`src/rtl/ntsc_pixel_packer_pkg.sv`:
```
// Shared constants for the NTSC capture path: frame geometry, word layout, FSM encodings.
// Also provides the helper that packs two truncated pixels into one SRAM word.
package ntsc_pixel_packer_pkg;

  localparam int IMAGE_WIDTH  = 640;
  localparam int IMAGE_HEIGHT = 240;
  localparam int IMAGE_LENGTH = IMAGE_WIDTH * IMAGE_HEIGHT / 2;
  localparam int LOG_MEM      = $clog2(IMAGE_LENGTH);
  localparam int FIFO_DEPTH   = 8;
  localparam int PIX_W        = 18;
  localparam int MEM_W        = 2 * PIX_W;

  localparam logic [1:0] ST_WAIT  = 2'd0;
  localparam logic [1:0] ST_CAPT  = 2'd1;
  localparam logic [1:0] ST_PAD   = 2'd2;
  localparam logic [1:0] ST_DRAIN = 2'd3;

  typedef logic [PIX_W-1:0] pix_t;
  typedef logic [MEM_W-1:0] word_t;

  // Even (left) pixel occupies the upper half of the word.
  function automatic word_t pack_word(input pix_t even_pix, input pix_t odd_pix);
    return {even_pix, odd_pix};
  endfunction

endpackage

```
`src/rtl/ntsc_pixel_packer_fifo.sv`:
```
// Show-ahead synchronous FIFO; head word visible combinationally, zero when empty.
// Latency 1 cycle push-to-empty-deassert; push+pop together is accepted even when full.
module sync_fifo #(
  parameter int WIDTH = 36,
  parameter int DEPTH = 8
) (
  input  logic             clock,
  input  logic             reset_b,
  input  logic             push,
  input  logic [WIDTH-1:0] push_dat,
  input  logic             pop,
  output logic [WIDTH-1:0] pop_dat,
  output logic             full,
  output logic             empty
);

  localparam int AW = $clog2(DEPTH);
  localparam logic [AW:0] FULL_CNT = (AW+1)'(DEPTH);

  logic [WIDTH-1:0] mem [DEPTH];
  logic [AW-1:0]    wr_ptr;
  logic [AW-1:0]    rd_ptr;
  logic [AW:0]      count;
  logic             do_push;
  logic             do_pop;

  assign empty   = (count == '0);
  assign full    = (count == FULL_CNT);
  assign do_pop  = pop & ~empty;
  assign do_push = push & (~full | do_pop);
  assign pop_dat = empty ? '0 : mem[rd_ptr];

  always_ff @(posedge clock) begin
    if (do_push) mem[wr_ptr] <= push_dat;
  end

  always_ff @(posedge clock or negedge reset_b) begin
    if (!reset_b) begin
      wr_ptr <= '0;
      rd_ptr <= '0;
      count  <= '0;
    end else begin
      if (do_push) wr_ptr <= wr_ptr + 1'b1;
      if (do_pop)  rd_ptr <= rd_ptr + 1'b1;
      count <= count + {{AW{1'b0}}, do_push} - {{AW{1'b0}}, do_pop};
    end
  end

endmodule

```
`src/rtl/ntsc_pixel_packer.sv`:
```
// Crops one even NTSC field, truncates to 18b pixels, packs pairs into 36b words for SRAM capture.
// Odd pixel to ntsc_flag: 2 edges; FIFO full drops words (sticky overflow), done_ntsc pops the head.
module ntsc_pixel_packer #(
  parameter int IMAGE_WIDTH  = ntsc_pixel_packer_pkg::IMAGE_WIDTH,
  parameter int IMAGE_HEIGHT = ntsc_pixel_packer_pkg::IMAGE_HEIGHT,
  parameter int FIFO_DEPTH   = ntsc_pixel_packer_pkg::FIFO_DEPTH
) (
  input  logic                                  clock,
  input  logic                                  reset_b,
  input  logic [29:0]                           ntsc_ycrcb,
  input  logic                                  ntsc_dv,
  input  logic                                  ntsc_f,
  input  logic                                  ntsc_v,
  input  logic                                  ntsc_h,
  input  logic                                  done_ntsc,
  output logic                                  ntsc_flag,
  output logic [ntsc_pixel_packer_pkg::MEM_W-1:0] ntsc_pixel,
  output logic                                  frame_flag,
  output logic                                  overflow
);

  import ntsc_pixel_packer_pkg::*;

  localparam int TOTAL = IMAGE_WIDTH * IMAGE_HEIGHT / 2;
  localparam int WCW   = $clog2(TOTAL + 1);
  localparam int XW    = $clog2(IMAGE_WIDTH + 1);
  localparam int YW    = $clog2(IMAGE_HEIGHT + 1);
  localparam logic [WCW-1:0] TOTAL_C = WCW'(TOTAL);
  localparam logic [XW-1:0]  X_MAX   = XW'(IMAGE_WIDTH);
  localparam logic [YW-1:0]  Y_MAX   = YW'(IMAGE_HEIGHT);

  logic [1:0]     state;
  logic           v_q;
  logic           h_q;
  logic [XW-1:0]  x;
  logic [YW-1:0]  y;
  logic           line_open;
  pix_t           hold;
  logic           push_vld;
  word_t          push_dat;
  logic [WCW-1:0] word_cnt;
  logic           fifo_full;
  logic           fifo_empty;

  logic v_fall, v_rise, h_fall, sample, drop;
  pix_t pix;
  logic unused_lsbs;

  assign v_fall = v_q & ~ntsc_v;
  assign v_rise = ~v_q & ntsc_v;
  assign h_fall = h_q & ~ntsc_h;
  assign pix    = {ntsc_ycrcb[29:24], ntsc_ycrcb[19:14], ntsc_ycrcb[9:4]};
  assign sample = ntsc_dv & line_open & (x < X_MAX) & (y < Y_MAX);
  // Full FIFO implies non-empty, so any done_ntsc frees the slot this push needs.
  assign drop   = push_vld & fifo_full & ~done_ntsc;
  assign ntsc_flag   = ~fifo_empty;
  assign unused_lsbs = ^{ntsc_ycrcb[23:20], ntsc_ycrcb[13:10], ntsc_ycrcb[3:0]};

  always_ff @(posedge clock or negedge reset_b) begin
    if (!reset_b) begin
      state      <= ST_WAIT;
      v_q        <= 1'b0;
      h_q        <= 1'b0;
      x          <= '0;
      y          <= '0;
      line_open  <= 1'b0;
      hold       <= '0;
      push_vld   <= 1'b0;
      push_dat   <= '0;
      word_cnt   <= '0;
      frame_flag <= 1'b0;
      overflow   <= 1'b0;
    end else begin
      v_q        <= ntsc_v;
      h_q        <= ntsc_h;
      push_vld   <= 1'b0;
      frame_flag <= 1'b0;
      if (drop) overflow <= 1'b1;
      case (state)
        ST_WAIT: begin
          if (v_fall && !ntsc_f) begin
            state     <= ST_CAPT;
            x         <= '0;
            y         <= '0;
            line_open <= 1'b0;
            word_cnt  <= '0;
          end
        end
        ST_CAPT: begin
          if (v_rise) begin
            state <= ST_PAD;
          end else if (h_fall) begin
            // The first falling edge opens line 0; later ones advance the line.
            x         <= '0;
            line_open <= 1'b1;
            if (line_open && (y < Y_MAX)) y <= y + 1'b1;
          end else if (sample) begin
            x <= x + 1'b1;
            if (!x[0]) begin
              hold <= pix;
            end else begin
              push_vld <= 1'b1;
              push_dat <= pack_word(hold, pix);
              word_cnt <= word_cnt + 1'b1;
              if (word_cnt == TOTAL_C - 1'b1) state <= ST_DRAIN;
            end
          end
        end
        ST_PAD: begin
          if (word_cnt == TOTAL_C) begin
            state <= ST_DRAIN;
          end else if (!fifo_full && !push_vld) begin
            push_vld <= 1'b1;
            push_dat <= '0;
            word_cnt <= word_cnt + 1'b1;
            if (word_cnt == TOTAL_C - 1'b1) state <= ST_DRAIN;
          end
        end
        ST_DRAIN: begin
          if (fifo_empty && !push_vld) begin
            frame_flag <= 1'b1;
            state      <= ST_WAIT;
          end
        end
        default: state <= ST_WAIT;
      endcase
    end
  end

  sync_fifo #(
    .WIDTH (MEM_W),
    .DEPTH (FIFO_DEPTH)
  ) u_fifo (
    .clock    (clock),
    .reset_b  (reset_b),
    .push     (push_vld),
    .push_dat (push_dat),
    .pop      (done_ntsc),
    .pop_dat  (ntsc_pixel),
    .full     (fifo_full),
    .empty    (fifo_empty)
  );

endmodule

```
`config.mk`:
```
export PLATFORM = sky130hd
export DESIGN_NAME = ntsc_pixel_packer
export DESIGN_NICKNAME = d
export VERILOG_FILES = /design/src/rtl/ntsc_pixel_packer_pkg.sv /design/src/rtl/ntsc_pixel_packer_fifo.sv /design/src/rtl/ntsc_pixel_packer.sv
export SDC_FILE = /design/constraint.sdc
export NUM_CORES = 1
export LEC_CHECK = 0
export ABC_AREA = 1
export BUFFER_PORTS_ARGS = -buffer_cell sky130_fd_sc_hd__buf_2
export CAP_MARGIN = 20
export CORE_ASPECT_RATIO = 1.5
export CORE_MARGIN = 2
export CORE_UTILIZATION = 55
export CTS_CLUSTER_SIZE = 24
export DETAILED_ROUTE_END_ITERATION = 6
export PLACE_DENSITY = 0.8
export SYNTH_ARGS = -nofsm -noshare
export SYNTH_HDL_FRONTEND = slang
export SYNTH_SLANG_ARGS = --single-unit
```
`constraint.sdc`:
```
create_clock -name clock -period 5.95 [get_ports clock]
set_clock_uncertainty 0.05 [all_clocks]
set_input_delay 0.595 -clock clock [delete_from_list [all_inputs] [get_ports clock]]
set_output_delay 0.595 -clock clock [all_outputs]
set_load 0.02 [all_outputs]
```
==> results.ini, run 1 <==
[run_status]
status = complete, no violations

[logic_synthesis]
synth_seq_cells = 395
ys.flop_type = edfxtp_1
syn-num-nets = 1601
syn_avg_cell_area_um2 = 10.8
synth_top_cell_by_area = edfxtp_1
yosys_warnings = 0
synth_seq_area_share_pct = 67.9
synthArstFlopShare_pct = 27.1
synthTopCellsByArea = edfxtp_1 (52%), dfrtp_1 (16%), o21ai_0 (7.1%)
netlist_area_um2 = 16700
synth_top_area_share_pct = 51.8
synth_edf_count = 288
syn_inst = 1547
ys_types = 40

[layout]
final_common_cell = nor2_1
num-nets-final = 1639
diodes = 0
drive_gt1_share_pct = 10.2
fin_area_um2 = 18500
area_delta_synth_final_pct = 10.7
final_cell_mix = nor2_1 (294), edfxtp_1 (288), o21ai_0 (237), nand2_1 (222), dfrtp_1 (105)

[clock_tree]
root_buffer = clkbuf_16
cts_hold_buf = 0
clock-sinks = 395
cts_tree = built
clk_pin_slew_ns = 0.06
cts_made_buffers = 36
cts_max_level = 2
cts_setup_buffers = 0
cts_buffer_depth = 3
insertion_delay_ns = 0.54
cts-resized-gates = 0

[worst_setup_path]
start_kind = flop
worstPathRequired_ns = 5.31
end_kind = output port
cp.arrival_ns = 3.57
path_class = reg -> out
cp_max_fo = 106

[pwr]
internal_power_w = 0.00567
max-vdd-ir-drop_mv = 0.291
swShare_pct = 38.5
seq_power_share_pct = 43.1
p_sw_w = 0.00354
total_leakage_power_nw = 7.12
comb_power_share_pct = 31.9
pwr-share-clk_pct = 25.0
cellPowerDensity_nw_per_um2 = 499

[global_routing]
grt_pass1_vias = 11400
grt-ovfl-total = 0
grt_use_met3_pct = 3.73
grt_first_pass_wirelength_mm = 58.3
grt_max_degree = 107
top_usage_layer = met2
track_usage_pct = 23.4
grt_use_met2_pct = 41.3
antenna_found_initial = 0
use_met1_pct = 28.2

[timing]
finalCriticalPeriod_ns = 4.22
maxSlewViolCount = 0
finalHoldViolations = 0
timing.final.crit_share_pct = 70.9
max_clock_freq_mhz = 237
setup_slack_ns = 1.73
rsz0062_at_grt = no
slew_headroom_pct = 31.3
setup-violations-final = 0
tightestPinTransition_ns = 1.03
tns_ns = 0

[detailed_routing]
vias = 11500
detail-route-antenna-nets = 0
avgViaCountPerCell = 5.73
drtPass1Iterations = 5
wl_mm = 36.9
drt_iter0_drc = 1134
wl_per_cell_um = 18.3
drc = 0

[die]
coreArea_um2 = 30100
die_y_um = 217
initial_core_util_pct = 55.5
chipWidth_um = 146
io_pins = 76
die_area_um2 = 31800
num_rows = 78

[placement]
pre_cts_ws_ns = 2.33
place_area_um2 = 17300
place_congestion = 0.859
io_buffers = 63
hpwlAfterDp_mm = 21.1

[run]
max_cap_violations = 0

[hold_path]
hp-class = in -> reg

==> state kept, by name, summed over array words and instances, names as in the netlist <==
signal and cells:
u_fifo.count 4, frame_flag 1, word_cnt 17, x 10
y 8, u_fifo.wr_ptr 3, push_vld 1, overflow 1
v_q 1, push_dat 36, u_fifo.rd_ptr 3, line_open 1
hold 18, h_q 1, u_fifo.mem 288, state 2
==> cells in the mapped netlist (2+ instances only) <==
cell type  instances
o21bai_1           3
nand4_1           16
buf_1             10
xnor2_1            3
edfxtp_1         288
o21ai_1           25
nand3_2            3
buf_4             10
dfrtp_1          107
a31oi_1           36
nand3_1           76
a21oi_1            8
nor2_2             2
nor2_1           302
xor2_1            11
buf_6              6
nor3_1             9
nand2_4            2
nand2_2            2
inv_1             82
nand2_1          222
ha_1              16
clkbuf_1          32
buf_2             20
inv_2              5
o21ai_0          237
==> metrics by stage <==
step,power [W],hold WS [ns],std cells,util (%)
floorplan,0.00606,0.249,1547,-
global route,0.00976,0.130,2011,61.4
CTS,0.00925,0.126,2011,61.4
detailed placement,0.00694,0.408,1947,57.5
global placement,0.00681,0.406,1947,57.5
finish,0.00921,0.151,2011,61.4
==> worst max-delay path: stages (launching register included) <==
cell	delay, ns
dfrtp_4	0.76
inv_4	0.86
buf_4	0.49
nor2_1	0.07
o21ai_0	0.18
o21ai_0	0.10
a31oi_1	0.28
buf_2	0.22
==> power by group through the flow <==
stage	Combinational [W]	Clock, W	Sequential [W]
global route	0.00329	0.00245	0.00402
global placement	0.00283	0	0.00398
detailed placement	0.00293	0	0.00401
floorplan	0.00230	0	0.00375
finish	0.00294	0.00230	0.00397
CTS	0.00295	0.00233	0.00396
==> path summary, 6_finish.rpt <==
path	start	to	slack, ns	depth (start not counted)
worst min register to register	overflow	overflow	0.42	1
min in group asynchronous	reset_b	y[7]	0.16	1
worst min-delay path	ntsc_v	v_q	0.15	1
max in group asynchronous	reset_b	word_cnt[10]	4.71	2
worst max register to register	u_fifo.count[2]	u_fifo.mem[2][31]	2.82	10
worst max-delay path	u_fifo.rd_ptr[0]	ntsc_pixel[22]	1.73	7
==> area by class of cell <==
| cell class | instances | area (µm²) |
|---|---|---|
| clock buffers | 48 | 1010 |
| inverters | 89 | 342 |
| repair buffers | 78 | 430 |
| fillers | 2310 | 11600 |
| multi-input cells | 985 | 4680 |
| flip-flops and latches | 395 | 11300 |
| clock inverters | 16 | 173 |
| well taps | 400 | 500 |
==> routing by layer <==
metal / vias to the layer above / wire length, µm
met5: - / 0
met4: 0 / 1550
met3: 104 / 2580
met2: 474 / 18800
met1: 5547 / 13900
li1: 5388 / -
==> cells by family after synthesis <==
| kind of cell | Yosys count | synth area share [%] |
|---|---|---|
| and+or+nand+nor | 642 | 15.9 |
| DFF | 395 | 67.9 |
| AOI/OAI and AO/OA | 312 | 9.74 |
| buffers and inverters | 167 | 4.43 |
| adders and majority gates | 17 | 1.32 |
| xor gates and xnor gates | 14 | 0.735 |
Note: power is estimated with default switching activity, not from simulation.
==> run 2, diff against run 1 <==
- PLACE_DENSITY: 0.8 -> 0.83
- clock period: 5.95 -> 3.84 ns (I/O delays scaled with it)
==> results.ini, run 2 (synthesis gave the netlist of run 1 again) <==
[pwr]
p_total_w = 0.0146  ; +59%
max-vdd-ir-drop_mv = 0.503  ; +73%
cellPowerDensity_nw_per_um2 = 784  ; +57%
total_leakage_power_nw = 7.22  ; +1.5%

[global_routing]
grt_use_met3_pct = 3.25  ; -0.48 points
grt_first_pass_wirelength_mm = 58.6  ; +0.50%
top_usage_layer = met2
grt_max_degree = 98  ; -8.4%
grt_use_met2_pct = 42.4  ; +1.1 points
track_usage_pct = 23.5  ; +0.053 points
grt_pass1_vias = 11500  ; +0.68%
grt-ovfl-total = 0  ; unchanged
antenna_found_initial = 0  ; unchanged
use_met1_pct = 28.1  ; -0.15 points

[placement]
io_buffers = 63  ; unchanged
pre_cts_ws_ns = 0.915  ; -1.42 ns
hpwlAfterDp_mm = 21.5  ; +2.0%
place_congestion = 0.905  ; +5.4%

[timing]
tns_ns = 0  ; unchanged
setup-violations-final = 0  ; unchanged
tightestPinTransition_ns = 0.974  ; -0.0560 ns
setup_slack_ns = 0.349  ; -1.38 ns
finalHoldViolations = 0  ; unchanged
max_clock_freq_mhz = 286
whs_ns = 0.0391  ; -0.111 ns
finalCriticalPeriod_ns = 3.49
maxSlewViolCount = 0  ; unchanged
slew_headroom_pct = 35.0  ; +3.6 points
timing.final.crit_share_pct = 90.9
rsz0062_at_grt = no

[clock_tree]
cts_max_level = 2  ; unchanged
insertion_delay_ns = 0.54  ; about the same
clk_pin_slew_ns = 0.06  ; about the same
cts-resized-gates = 0  ; unchanged
cts_made_buffers = 36  ; unchanged
cts_buffer_depth = 3  ; unchanged
cts_tree = built
clock-sinks = 395  ; unchanged
root_buffer = clkbuf_16

[detailed_routing]
avgViaCountPerCell = 5.75  ; +0.38%
drtPass1Iterations = 6  ; +1
drc = 0  ; unchanged
vias = 11600  ; +0.93%
wl_mm = 37.7  ; +2.2%
drt_iter0_drc = 1049  ; -7.5%
wl_per_cell_um = 18.6  ; +1.6%
detail-route-antenna-nets = 0  ; unchanged

[layout]
drive_gt1_share_pct = 10.8  ; +0.61 points
regMostFlops = u_fifo.mem
reg.largest.list = u_fifo.mem: 288 flops, push_dat: 36 flops, hold: 18 flops
largest_reg_flops = 288  ; unchanged
num-fill-cells = 2257  ; -2.3%
area_delta_synth_final_pct = 11.9
final_common_cell = nor2_1
num-nets-final = 1648  ; +0.55%
diodes = 0  ; unchanged
final_cell_mix = nor2_1 (294), edfxtp_1 (288), o21ai_0 (237), nand2_1 (222), dfrtp_1 (105)

[die]
num_rows = 78  ; unchanged
initial_core_util_pct = 55.5  ; unchanged
die_area_um2 = 31800  ; unchanged
die_y_um = 217  ; unchanged
io_pins = 76  ; unchanged
coreArea_um2 = 30100  ; unchanged
chipWidth_um = 146  ; unchanged

[worst_setup_path]
slowest_stage = dfrtp_4
crit_path_max_incr_delay_ns = 0.79  ; -0.07 ns
cp.arrival_ns = 3.06  ; -0.51 ns
cpMostUsedCell = o21ai_0
cp_max_fo = 50  ; -53%
path_class = reg -> out
start_kind = flop
r2r_slack_ns = 1.02  ; -1.80 ns
end_kind = output port
worstPathRequired_ns = 3.41  ; -1.90 ns
cp_cell_sequence = clkinv_2 -> buf_4 -> o21ai_0 -> o21ai_0 -> o21ai_0 -> a31oi_1 -> buf_2

[hold_path]
hp-class = in -> reg

[run_status]
status = complete, no violations

[run]
max_cap_violations = 0  ; unchanged

## run 2: changes by cell type in the layout (fill, tap and decap cells not counted), sizes merged, moves of 2 or more
cell and change:
buf +6, clkinv -4, dlygate4sd3 +3, bufinv +2
clkbuf +2
## run 2: cell type report
| cell class | count | area [µm²] | area share, % |
|---|---|---|---|
| Inverter | 89 | 340 | 1.82 |
| Clock buffer | 50 | 1090 | 5.83 |
| Timing Repair Buffer | 87 | 531 | 2.84 |
| Tap cell | 400 | 500 | 2.68 |
| Clock inverter | 16 | 203 | 1.09 |
| Multi-Input combinational cell | 985 | 4680 | 25.0 |
| Sequential cell | 395 | 11300 | 60.7 |
## run 2: metrics by stage
| step | std cells | cell area [µm²] | util [%] |
|---|---|---|---|
| 6_report | 2022 | 18700 | 62.1 |
| 5_1_grt | 2022 | 18700 | 62.1 |
| 4_1_cts | 2022 | 18700 | 62.1 |
| 3_5_place_dp | 1953 | 17400 | 57.7 |
| 3_3_place_gp | 1953 | 17400 | 57.7 |
| 2_1_floorplan | 1547 | 16700 | - |
## run 2: critical path, delay by kind of cell (launching register included)
family	cells	cell delay (ns)
buffers and inverters	3	1.06
flip-flops	1	0.79
AO/OA/AOI/OAI	4	0.65
## run 2: path summary, 6_finish.rpt
kind | startpoint | endpoint | depth (start not counted)
min in group asynchronous | reset_b | y[2] | 2
max in group asynchronous | reset_b | word_cnt[6] | 3
min reg2reg | overflow | overflow | 1
max | u_fifo.rd_ptr[0] | ntsc_pixel[10] | 7
max reg2reg | u_fifo.count[2] | u_fifo.mem[0][29] | 10
min | done_ntsc | overflow | 2
## run 2: power breakdown
group | internal [W] | switching (W)
Clock | 0.00228 | 0.00156
Combinational | 0.00143 | 0.00327
Sequential | 0.00539 | 0.000713
Total | 0.00910 | 0.00554
## run 2: routing by layer
layer / wire length [µm] / part of all wire [%]
met1: 14300 / 38
met2: 19600 / 52
met3: 2490 / 6.6
met4: 1310 / 3.5
met5: 0 / 0
## run 2: timing repair
action                                 4_1_cts  5_1_grt
hold buffers                                 3        0
endpoints found under the hold margin       41        0
setup buffers                                0        0
==> run 3, diff against run 2 <==
- PLACE_DENSITY: 0.83 -> 0.76
- SKIP_LAST_GASP: default -> 1
==> results.ini, run 3 (synthesis gave the netlist of run 1 again) <==
[run]
max_cap_violations = 0  ; unchanged

[die]
io_pins = 76  ; unchanged
chipWidth_um = 146  ; unchanged
num_rows = 78  ; unchanged
initial_core_util_pct = 55.5  ; unchanged
coreArea_um2 = 30100  ; unchanged
die_area_um2 = 31800  ; unchanged
die_y_um = 217  ; unchanged

[layout]
regMostFlops = u_fifo.mem
diodes = 0  ; unchanged
area_delta_synth_final_pct = 11.9  ; about the same
num-nets-final = 1650  ; +0.12%
drive_gt1_share_pct = 10.6  ; -0.19 points
final_cell_mix = nor2_1 (294), edfxtp_1 (288), o21ai_0 (237), nand2_1 (222), dfrtp_1 (105)
largest_reg_flops = 288  ; unchanged
reg.largest.list = u_fifo.mem: 288 flops, push_dat: 36 flops, hold: 18 flops
num-fill-cells = 2314  ; +2.5%
final_common_cell = nor2_1

[timing]
setup_slack_ns = 0.609  ; +0.261 ns
tns_ns = 0  ; unchanged
setup-violations-final = 0  ; unchanged
max_clock_freq_mhz = 310  ; +8.1%
finalCriticalPeriod_ns = 3.23  ; -0.261 ns
slew_headroom_pct = 28.2  ; -6.7 points
maxSlewViolCount = 0  ; unchanged
whs_ns = 0.0544  ; +0.0153 ns
rsz0062_at_grt = no
finalHoldViolations = 0  ; unchanged
tightestPinTransition_ns = 1.08  ; +0.101 ns
timing.final.crit_share_pct = 84.1  ; -6.8 points

[run_status]
status = complete, no violations

[detailed_routing]
detail-route-antenna-nets = 0  ; unchanged
drtPass1Iterations = 7  ; +1
avgViaCountPerCell = 5.65  ; -1.6%
drc = 0  ; unchanged
wl_per_cell_um = 18.4  ; -1.4%
drt_iter0_drc = 949  ; -9.5%
wl_mm = 37.2  ; -1.3%
vias = 11400  ; -1.6%

[hold_path]
hp-class = in -> reg

[clock_tree]
insertion_delay_ns = 0.53  ; about the same
clock-sinks = 395  ; unchanged
clk_pin_slew_ns = 0.06  ; about the same
cts_buffer_depth = 3  ; unchanged
cts_setup_buffers = 0  ; unchanged
root_buffer = clkbuf_16
cts_max_level = 2  ; unchanged
cts_made_buffers = 36  ; unchanged
cts_tree = built

[pwr]
cellPowerDensity_nw_per_um2 = 773  ; -1.5%
p_total_w = 0.0144  ; -1.5%
total_leakage_power_nw = 7.20  ; -0.26%
max-vdd-ir-drop_mv = 0.525  ; +4.3%

[placement]
pre_cts_ws_ns = 1.09  ; +0.179 ns
place_congestion = 0.831  ; -8.2%
io_buffers = 63  ; unchanged
hpwlAfterDp_mm = 21.0  ; -2.5%

[global_routing]
antenna_found_initial = 0  ; unchanged
grt-ovfl-total = 0  ; unchanged
grt_max_degree = 146  ; +49%
grt_first_pass_wirelength_mm = 58.5  ; -0.27%
grt_pass1_vias = 11100  ; -3.5%
track_usage_pct = 23.6  ; +0.067 points

[worst_setup_path]
cp_max_fo = 45  ; -10%
path_class = reg -> out
start_kind = flop
end_kind = output port
r2r_slack_ns = 1.09  ; +0.07 ns
cp.arrival_ns = 2.80  ; -0.26 ns
worstPathRequired_ns = 3.41  ; about the same

==> run 3: cell types whose count changed in the layout (fill, tap and decap cells not counted), sizes merged <==
cell      before  now
buf           84   86
inv           93   91
bufinv         4    3
clkinvlp       1    2
clkbuf        50   49
clkinv         7    9
==> run 3: power by group <==
group	switching [W]	internal [W]	total [W]
combinational	0.00332	0.00145	0.00477
sequential	0.000629	0.00539	0.00602
clock	0.00152	0.00211	0.00363
total	0.00547	0.00895	0.0144
==> run 3: worst paths after layout <==
kind,from,to,cells past startpoint
worst min register to register,overflow,overflow,1
min in group asynchronous,reset_b,line_open,2
worst max-delay path,u_fifo.rd_ptr[1],ntsc_pixel[34],5
worst max register to register,u_fifo.count[2],u_fifo.mem[6][31],10
worst min-delay path,done_ntsc,overflow,2
max in group asynchronous,reset_b,word_cnt[0],4
==> run 3: per-layer routing <==
| metal | track usage (%) | wire [µm] | up-vias |
|---|---|---|---|
| met3 | 3.79 | 2310 | 81 |
| met4 | 8.35 | 1030 | 0 |
| met1 | 28.9 | 14500 | 5570 |
| met5 | 0 | 0 | - |
| li1 | - | - | 5415 |
| met2 | 42.4 | 19300 | 368 |
==> run 3: final cells by class <==
class	instances	area (µm²)	area share, %
clock buffer	49	1030	5.53
clock inverter	16	183	0.978
inverter	89	342	1.83
multi-input combinational	985	4680	25.1
sequential	395	11300	60.7
tap	400	500	2.68
timing repair buffer	89	603	3.23
==> run 3: worst max-delay path: stages (launching register included) <==
cell and delay, ns:
dfrtp_4 0.79, inv_2 0.55, nor2_1 0.22, o21ai_0 0.12
a31oi_1 0.36, buf_2 0.24
==> run 3: what timing repair did <==
action | 4_1_cts | 5_1_grt
endpoints found under the hold margin | 2 | 72
hold buffers | 2 | 1
gates resized for setup | 0 | 0
==> run 3: metrics by stage <==
step                      cells  util (%)  instance area, µm²
after CTS                  2021      62.0               18600
after floorplan            1547         -               16700
after global routing       2023      62.1               18700
after detailed placement   1954      57.9               17400
final                      2023      62.1               18700
after global placement     1954      57.9               17400
